**src/rtl/sync_fifo_ctrl.sv**
```systemverilog
// Synchronous FIFO controller: pointer, occupancy and status logic for an external 1R1W RAM
// with a one-cycle registered read. Optional almost_full/almost_empty flags via ALMOST_FLAGS_EN.
module sync_fifo_ctrl #(
  parameter int DEPTH    = 16,
  parameter int ADDR_W   = 4,
  parameter int AF_LEVEL = 14,
  parameter int AE_LEVEL = 2
) (
  input  logic              clk,
  input  logic              rst,
  input  logic              wr_en,
  input  logic              rd_en,
  output logic              write,
  output logic              read,
  output logic [ADDR_W-1:0] wr_addr,
  output logic [ADDR_W-1:0] rd_addr,
  output logic              full,
  output logic              empty,
  output logic [ADDR_W:0]   count,
  output logic              rd_valid,
  output logic              overflow,
`ifdef ALMOST_FLAGS_EN
  output logic              almost_full,
  output logic              almost_empty,
`endif
  output logic              underflow
);

  localparam logic [ADDR_W:0]   FULL_CNT = (ADDR_W+1)'(DEPTH);
  localparam logic [ADDR_W:0]   CNT_ZERO = (ADDR_W+1)'(0);
  localparam logic [ADDR_W:0]   CNT_ONE  = (ADDR_W+1)'(1);
  localparam logic [ADDR_W-1:0] PTR_ONE  = ADDR_W'(1);
  localparam logic [ADDR_W-1:0] PTR_ZERO = ADDR_W'(0);

  // Reject parameter sets the pointer arithmetic cannot support.
  if (((1 << ADDR_W) != DEPTH) || (AF_LEVEL > DEPTH) || (AE_LEVEL > DEPTH)) begin : g_param_check
    $error("sync_fifo_ctrl: DEPTH must equal 2**ADDR_W and flag levels must not exceed DEPTH");
  end

  logic [ADDR_W-1:0] wr_ptr_r;
  logic [ADDR_W-1:0] rd_ptr_r;
  logic [ADDR_W:0]   count_r;
  logic              full_r;
  logic              empty_r;
  logic              rd_valid_r;
  logic              overflow_r;
  logic              underflow_r;
  logic              write_s;
  logic              read_s;
  logic [ADDR_W:0]   count_nxt_s;

  // Accept/reject decisions and next occupancy.
  always_comb begin
    write_s     = 1'b0;
    read_s      = 1'b0;
    count_nxt_s = count_r;
    if (rst) begin
      write_s = 1'b0;
      read_s  = 1'b0;
    end else begin
      write_s = wr_en & ~full_r;
      read_s  = rd_en & ~empty_r;
    end
    case ({write_s, read_s})
      2'b10:   count_nxt_s = count_r + CNT_ONE;
      2'b01:   count_nxt_s = count_r - CNT_ONE;
      default: count_nxt_s = count_r;
    endcase
  end

  // Pointers, occupancy and status flags; flags derive from the next count so they never lag it.
  always_ff @(posedge clk) begin
    if (rst) begin
      wr_ptr_r    <= PTR_ZERO;
      rd_ptr_r    <= PTR_ZERO;
      count_r     <= CNT_ZERO;
      full_r      <= 1'b0;
      empty_r     <= 1'b1;
      rd_valid_r  <= 1'b0;
      overflow_r  <= 1'b0;
      underflow_r <= 1'b0;
    end else begin
      if (write_s) begin
        wr_ptr_r <= wr_ptr_r + PTR_ONE;
      end else begin
        wr_ptr_r <= wr_ptr_r;
      end
      if (read_s) begin
        rd_ptr_r <= rd_ptr_r + PTR_ONE;
      end else begin
        rd_ptr_r <= rd_ptr_r;
      end
      count_r     <= count_nxt_s;
      full_r      <= (count_nxt_s == FULL_CNT);
      empty_r     <= (count_nxt_s == CNT_ZERO);
      rd_valid_r  <= read_s;
      overflow_r  <= wr_en & full_r;
      underflow_r <= rd_en & empty_r;
    end
  end

`ifdef ALMOST_FLAGS_EN
  localparam logic [ADDR_W:0] AF_CNT = (ADDR_W+1)'(AF_LEVEL);
  localparam logic [ADDR_W:0] AE_CNT = (ADDR_W+1)'(AE_LEVEL);

  logic almost_full_r;
  logic almost_empty_r;

  // Threshold flags, registered from the same next count as full/empty.
  always_ff @(posedge clk) begin
    if (rst) begin
      almost_full_r  <= 1'b0;
      almost_empty_r <= 1'b1;
    end else begin
      almost_full_r  <= (count_nxt_s >= AF_CNT);
      almost_empty_r <= (count_nxt_s <= AE_CNT);
    end
  end

  assign almost_full  = almost_full_r;
  assign almost_empty = almost_empty_r;
`endif

  assign write     = write_s;
  assign read      = read_s;
  assign wr_addr   = wr_ptr_r;
  assign rd_addr   = rd_ptr_r;
  assign count     = count_r;
  assign full      = full_r;
  assign empty     = empty_r;
  assign rd_valid  = rd_valid_r;
  assign overflow  = overflow_r;
  assign underflow = underflow_r;

endmodule

```
**config.mk**
```make
export PLATFORM = sky130hd
export DESIGN_NAME = sync_fifo_ctrl
export DESIGN_NICKNAME = d
export VERILOG_FILES = /design/src/rtl/sync_fifo_ctrl.sv
export SDC_FILE = /design/constraint.sdc
export NUM_CORES = 1
export LEC_CHECK = 0
export CAP_MARGIN = 20
export CORE_UTILIZATION = 30
export DETAILED_ROUTE_END_ITERATION = 10
export GPL_TIMING_DRIVEN = 1
export PLACE_DENSITY = 0.59
export SYNTH_ARGS = -nofsm -noshare
export SYNTH_HDL_FRONTEND = slang
export SYNTH_SLANG_ARGS = --single-unit
export TNS_END_PERCENT = 20
```
**constraint.sdc**
```tcl
create_clock -name clk -period 2.8 [get_ports clk]
set_input_delay 0.56 -clock clk [delete_from_list [all_inputs] [get_ports clk]]
set_output_delay 0.56 -clock clk [all_outputs]
set_load 0.02 [all_outputs]
```
# ---- Word-level counts from Yosys, hierarchy flattened
# Index checks and enable logic that the tools add are counted.
dict set report word_totals {
  reg_bits 18
  latch_bits 0
  ramBits 0
  mem_bits_ro 0
  input_bits 4
  output_inout_bits 20
  elab_cells 25
  mem_count 0
}
dict set report classes {
  n_addsub 4
  mul 0
  div 0
  magnitude_cmp 0
  eq_ne 3
  shift 0
  muxes 3
  n_bitwise 6
  reduce_logical 1
}
# op count
set ops {}
lappend ops {{case mux 5 bit (2 select lines)} 1}
lappend ops {{adder 4 x 1 -> 4 bit (second input constant)} 2}
lappend ops {{adder 5 x 1 -> 5 bit (second input constant)} 1}
lappend ops {{equality test 5 bit (second input constant)} 1}
lappend ops {{zero test 5 bit} 1}
lappend ops {{subtractor 5 x 1 -> 5 bit (second input constant)} 1}
lappend ops {{bitwise AND 1 bit} 4}
lappend ops {{equality test 2 x 1 -> 1 bit (second input constant)} 1}
lappend ops {{equality test 2 bit (second input constant)} 1}
lappend ops {{two-way mux 1 bit} 2}
lappend ops {{inverter 1 bit} 2}

# ---- Logic depth before layout (Yosys ltp)
dict set report logic_depth {
  word_depth 6
  mapped_depth 11
  mapped_depth_nobuf 10
}

# ---- Least setup slack after synthesis
# No wires, ideal clock.
dict set report synth_timing {
  path_kind {in2reg}
  start {in rst}
  end {reg full_r, in the netlist full}
  setup_time_ns 0.092
  arrival_ns 2.448
  t_required_ns 2.708
  slack_ns 0.260
  stages 11
  n_path_buf 1
  path_cell_list {or3b_1 -> buf_6 -> clkinv_8 -> nand2_4 -> xnor2_1 -> ha_1 -> nand4b_1 -> a221o_1 -> o211a_1 -> xor2_1 -> nor4_1}
}
dict set report synth_between {
  elab_chain_len 4
  word_cells_on_any_way 6
  cone_classes {3 x eq/ne; 3 x mux}
}
# item line_no
set synth_rtl {}
lappend synth_rtl {{start: declaration} 10} ;# input logic rst,
lappend synth_rtl {{two-way mux 1 bit *} 57} ;# if (rst) begin
lappend synth_rtl {{named net read} 14} ;# output logic read,
lappend synth_rtl {{equality test 2 x 1 -> 1 bit or equality test 2 bit (tied branches)} 64} ;# case ({write_s, read_s})
lappend synth_rtl {{case mux 5 bit (2 select lines) *} 64}
lappend synth_rtl {{equality test 5 bit *} 94} ;# full_r <= (count_nxt_s == FULL_CNT);
lappend synth_rtl {{end signal: assignment} 94}
lappend synth_rtl {{end: declaration} 43} ;# logic full_r;
# The timed path passes the listed nets; every way through them passes the cells marked *.
# A chain may end at the register's enable or synchronous reset.

# ---- Worst setup path in the final report
dict set report layout_timing {
  start {in rd_en}
  end {reg count_r[4], in the netlist count[4]}
}
dict set report layout_between {
  elab_chain_len 4
  word_cells_on_any_way 5
  cone_classes {2 x eq/ne; 2 x mux; 1 x bitwise}
}
# item line_no
set layout_rtl {}
lappend layout_rtl {{start: declaration} 12} ;# input logic rd_en,
lappend layout_rtl {{bitwise AND 1 bit *} 62} ;# read_s = rd_en & ~empty_r;
lappend layout_rtl {{two-way mux 1 bit *} 57}
lappend layout_rtl {{equality test 2 x 1 -> 1 bit or equality test 2 bit (tied branches)} 64}
lappend layout_rtl {{case mux 5 bit (2 select lines) *} 64}
lappend layout_rtl {{end signal: assignment} 93} ;# count_r <= count_nxt_s;
lappend layout_rtl {{end: declaration} 42} ;# logic [ADDR_W:0] count_r;
# Every way passes the cells marked *; elsewhere a longest branch is shown, timed or not.

==> results.toml <==
[finish]
area_delta_synth_final_pct = 42.5
num_antenna_cells = 0
seq_area_um2 = 360
finalInstanceArea_um2 = 1310
layout-drive-gt1-share = 0.176
multiInputGateArea_um2 = 512
nFillCells = 287
utilization = 0.461
final_cells = 167
nets = 145

[sta]
tightest_slew_ns = 0.353
hold_ws_ns = 0.511
slew_headroom = 0.764
worst_slack_ns = 0.0994
fmaxAchievable_mhz = 370
post-route-period-util = 0.965
drv_slew = 0
hold_viol = 0
fin_crit_ns = 2.70
setup_viol = 0
finClkSkew_ns = 0.00693
rsz0062_at_grt = "no"

[power]
switching_power_uw = 173
pwr-share-comb = 0.261
peakVddDrop_uv = 369
power.internal_uw = 431
p_clk_frac = 0.260
seqPwrFrac = 0.480
powerDensity_nw_per_um2 = 462
p_leak_uw = 0.000567
switching_share = 0.286

[clocking]
numCtsBuffers = 3
path_clk_slew_ns = 0.10
clockRootBuffer = "clkbuf_4"
cts_setup_buffers = 0
postCtsHoldBufs = 0
cts_max_path_buffers = 2
cts_tree = "yes"
clock_latency_ns = 0.29
htreeDepth = 1
clock_sinks = 18

[setup_path]
crit_chain = "clkdlybuf4s50_1, or3b_4, clkinv_8, nand2_4, xnor2_1, ha_1, nand4b_1, a221o_1, o211a_1, xor2_1, buf_4, nor2_1"
rr_worst_depth = 11
reg2reg_to = "count[4]"
crit_path_end = "count[4]"
criticalPathCategory = "in -> reg"
path_depth = 12
cp_max_fo = 4
slowest_stage = "clkdlybuf4s50_1"
cp_data_required_time_ns = 2.99
reg2reg_setup_slack_ns = 0.52
r2r-start = "empty"
critical_path_buf_inv_count = 3
crit_arrival_ns = 2.89
max_stage_delay_ns = 0.49
crit_start = "rd_en"
cp-end-kind = "flip-flop"
worst_path_dominant_cell_family = "buffers and inverters"
cp-start-kind = "input pin"

[global_routing]
grt_overflow_total = 0
grt_first_pass_wirelength_mm = 3.12
grt_pass1_vias = 724
antenna_found_initial = 0
grt_start_max_net_pins = 15
grt_use_total = 0.124

[floorplanning]
dieArea_um2 = 3280
initial_core_util = 0.324
die_w_um = 57.3
ios = 24
std_cell_rows = 19
core_area_um2 = 2830
die_h_um = 57.3

[place]
pre_cts_ws_ns = -0.349
gp_congestion = 0.797
placed_cells = 163
hpwlAfterDp_mm = 1.47
placed_cell_area_um2 = 1250
place.port_buffers = 23

[detailed_routing]
drcViolationCount = 3
viasPerCell = 4.89
wirelength_mm = 1.94
first_pass_iters = 7
post_drt_wl_per_cell_um = 11.6
antenna_left = 0
num_vias = 817
drt_iter0_drc = 28

[synth]
syn_inst = 102
yosysWarnings = 0
synth_cell_types = 33
synth_seq_cells = 18
yosysSeqAreaShare = 0.393
synth_nets = 110
synth_area_um2 = 916
synth_top_area_frac = 0.393
yosys-top-cells-area = "dfxtp_1, xor2_1, ha_1, nor2_1, xnor2_1"
syn_avg_cell_area_um2 = 8.98
yosysTopAreaCell = "dfxtp_1"

[outcome]
violations = "DRC"
status = "finished, violations left"

[min_path]
hp-class = "reg -> reg"

[run]
cap_violations = 0
[per-stage QoR]
stage               total power [µW]  setup TNS [ns]
finish                           604               0
global placement                 446           -1.01
global route                     641               0
detailed placement               446           -1.28
CTS                              608               0
floorplan                        381               0
[sequential cells by signal (all words and copies together) (netlist names)]
register   count
empty          1
rd_addr        4
underflow      1
wr_addr        4
full           1
count          5
rd_valid       1
overflow       1
[layer usage]
layer	part of all wire	global-route usage
met1	0.48	0.151
met2	0.47	0.205
met3	0.054	0.0431
met4	0	0.0418
met5	0	0
[power groups by stage]
stage                     Sequential (µW)  Clock [µW]  Combinational [µW]
after floorplan                       308           0                72.7
after global placement                295           0                 151
after detailed placement              295           0                 151
after CTS                             289         166                 153
after global routing                  292         177                 172
final                                 290         157                 157
[cell usage in the layout, fill, tap and decap left out, types with 2 or more instances in the layout]
cell type	synthesis	final
and3_1	2	2
nor3_1	3	3
nand2b_1	2	2
buf_4	0	13
nand4_1	4	4
inv_1	4	4
clkbuf_4	0	3
nand2_1	5	5
or3b_2	2	2
nor2_1	13	13
clkdlybuf4s50_1	0	22
mux2i_1	2	2
o211ai_1	2	2
xor2_1	7	7
ha_1	4	4
a31oi_1	2	2
a21oi_1	4	3
dfxtp_1	18	18
nor2b_1	2	2
xnor2_1	5	5
a21o_1	2	2
[worst min-delay path, stage by stage (launching register included)]
cell and delay, ns:
dfxtp_1 0.35, nand2_1 0.06, a21oi_1 0.06
[cell usage after synthesis, drive strengths merged]
cell type,instances
and2,1
nor3,3
nand2,6
o211a,1
nand3,1
o21ai,1
nor4,1
clkbuf,5
inv,4
nand4,4
nor3b,1
xnor2,5
nor2b,2
ha,4
o31ai,1
a21oi,4
o211ai,2
nor2,13
dfxtp,18
a21o,2
or3b,3
and3,2
mux2i,2
nand3b,1
nand2b,2
xor2,7
clkinv,1
a31oi,2
nand4b,1
a221o,1
buf,1
[worst min path at each step]
stage	start	end	cells past startpoint
after global routing	wr_addr[1]	wr_addr[1]	2
after CTS	wr_addr[1]	wr_addr[1]	2
after global placement	wr_addr[1]	wr_addr[1]	2
final	wr_addr[1]	wr_addr[1]	2
after floorplan	wr_addr[1]	wr_addr[1]	2
after detailed placement	wr_addr[1]	wr_addr[1]	2
[cells by family (layout without fill, tap and decap cells)]
| logic type | count (synthesis) | in the layout | synth area share |
|---|---|---|---|
| adder cells (fa/ha/maj) | 4 | 4 | 0.0546 |
| AO/OA/AOI/OAI | 14 | 14 | 0.104 |
| XOR/XNOR | 12 | 12 | 0.115 |
| buffers and inverters | 11 | 45 | 0.0669 |
| flip-flops | 18 | 18 | 0.393 |
| multiplexers | 2 | 2 | 0.0219 |
| AND/OR/NAND/NOR | 41 | 41 | 0.245 |
[layout make-up]
class,instances,share of cell area
Multi-Input combinational cell,73,0.392
Sequential cell,18,0.276
Timing Repair Buffer,36,0.250
Tap cell,31,0.0297
Clock buffer,4,0.0278
Inverter,5,0.0240
[timing repair]
action	4_1_cts	5_1_grt
pin swaps	0	0
setup endpoints to repair	3	2
resized for setup	2	3
Power figures use the tool's default switching activity.
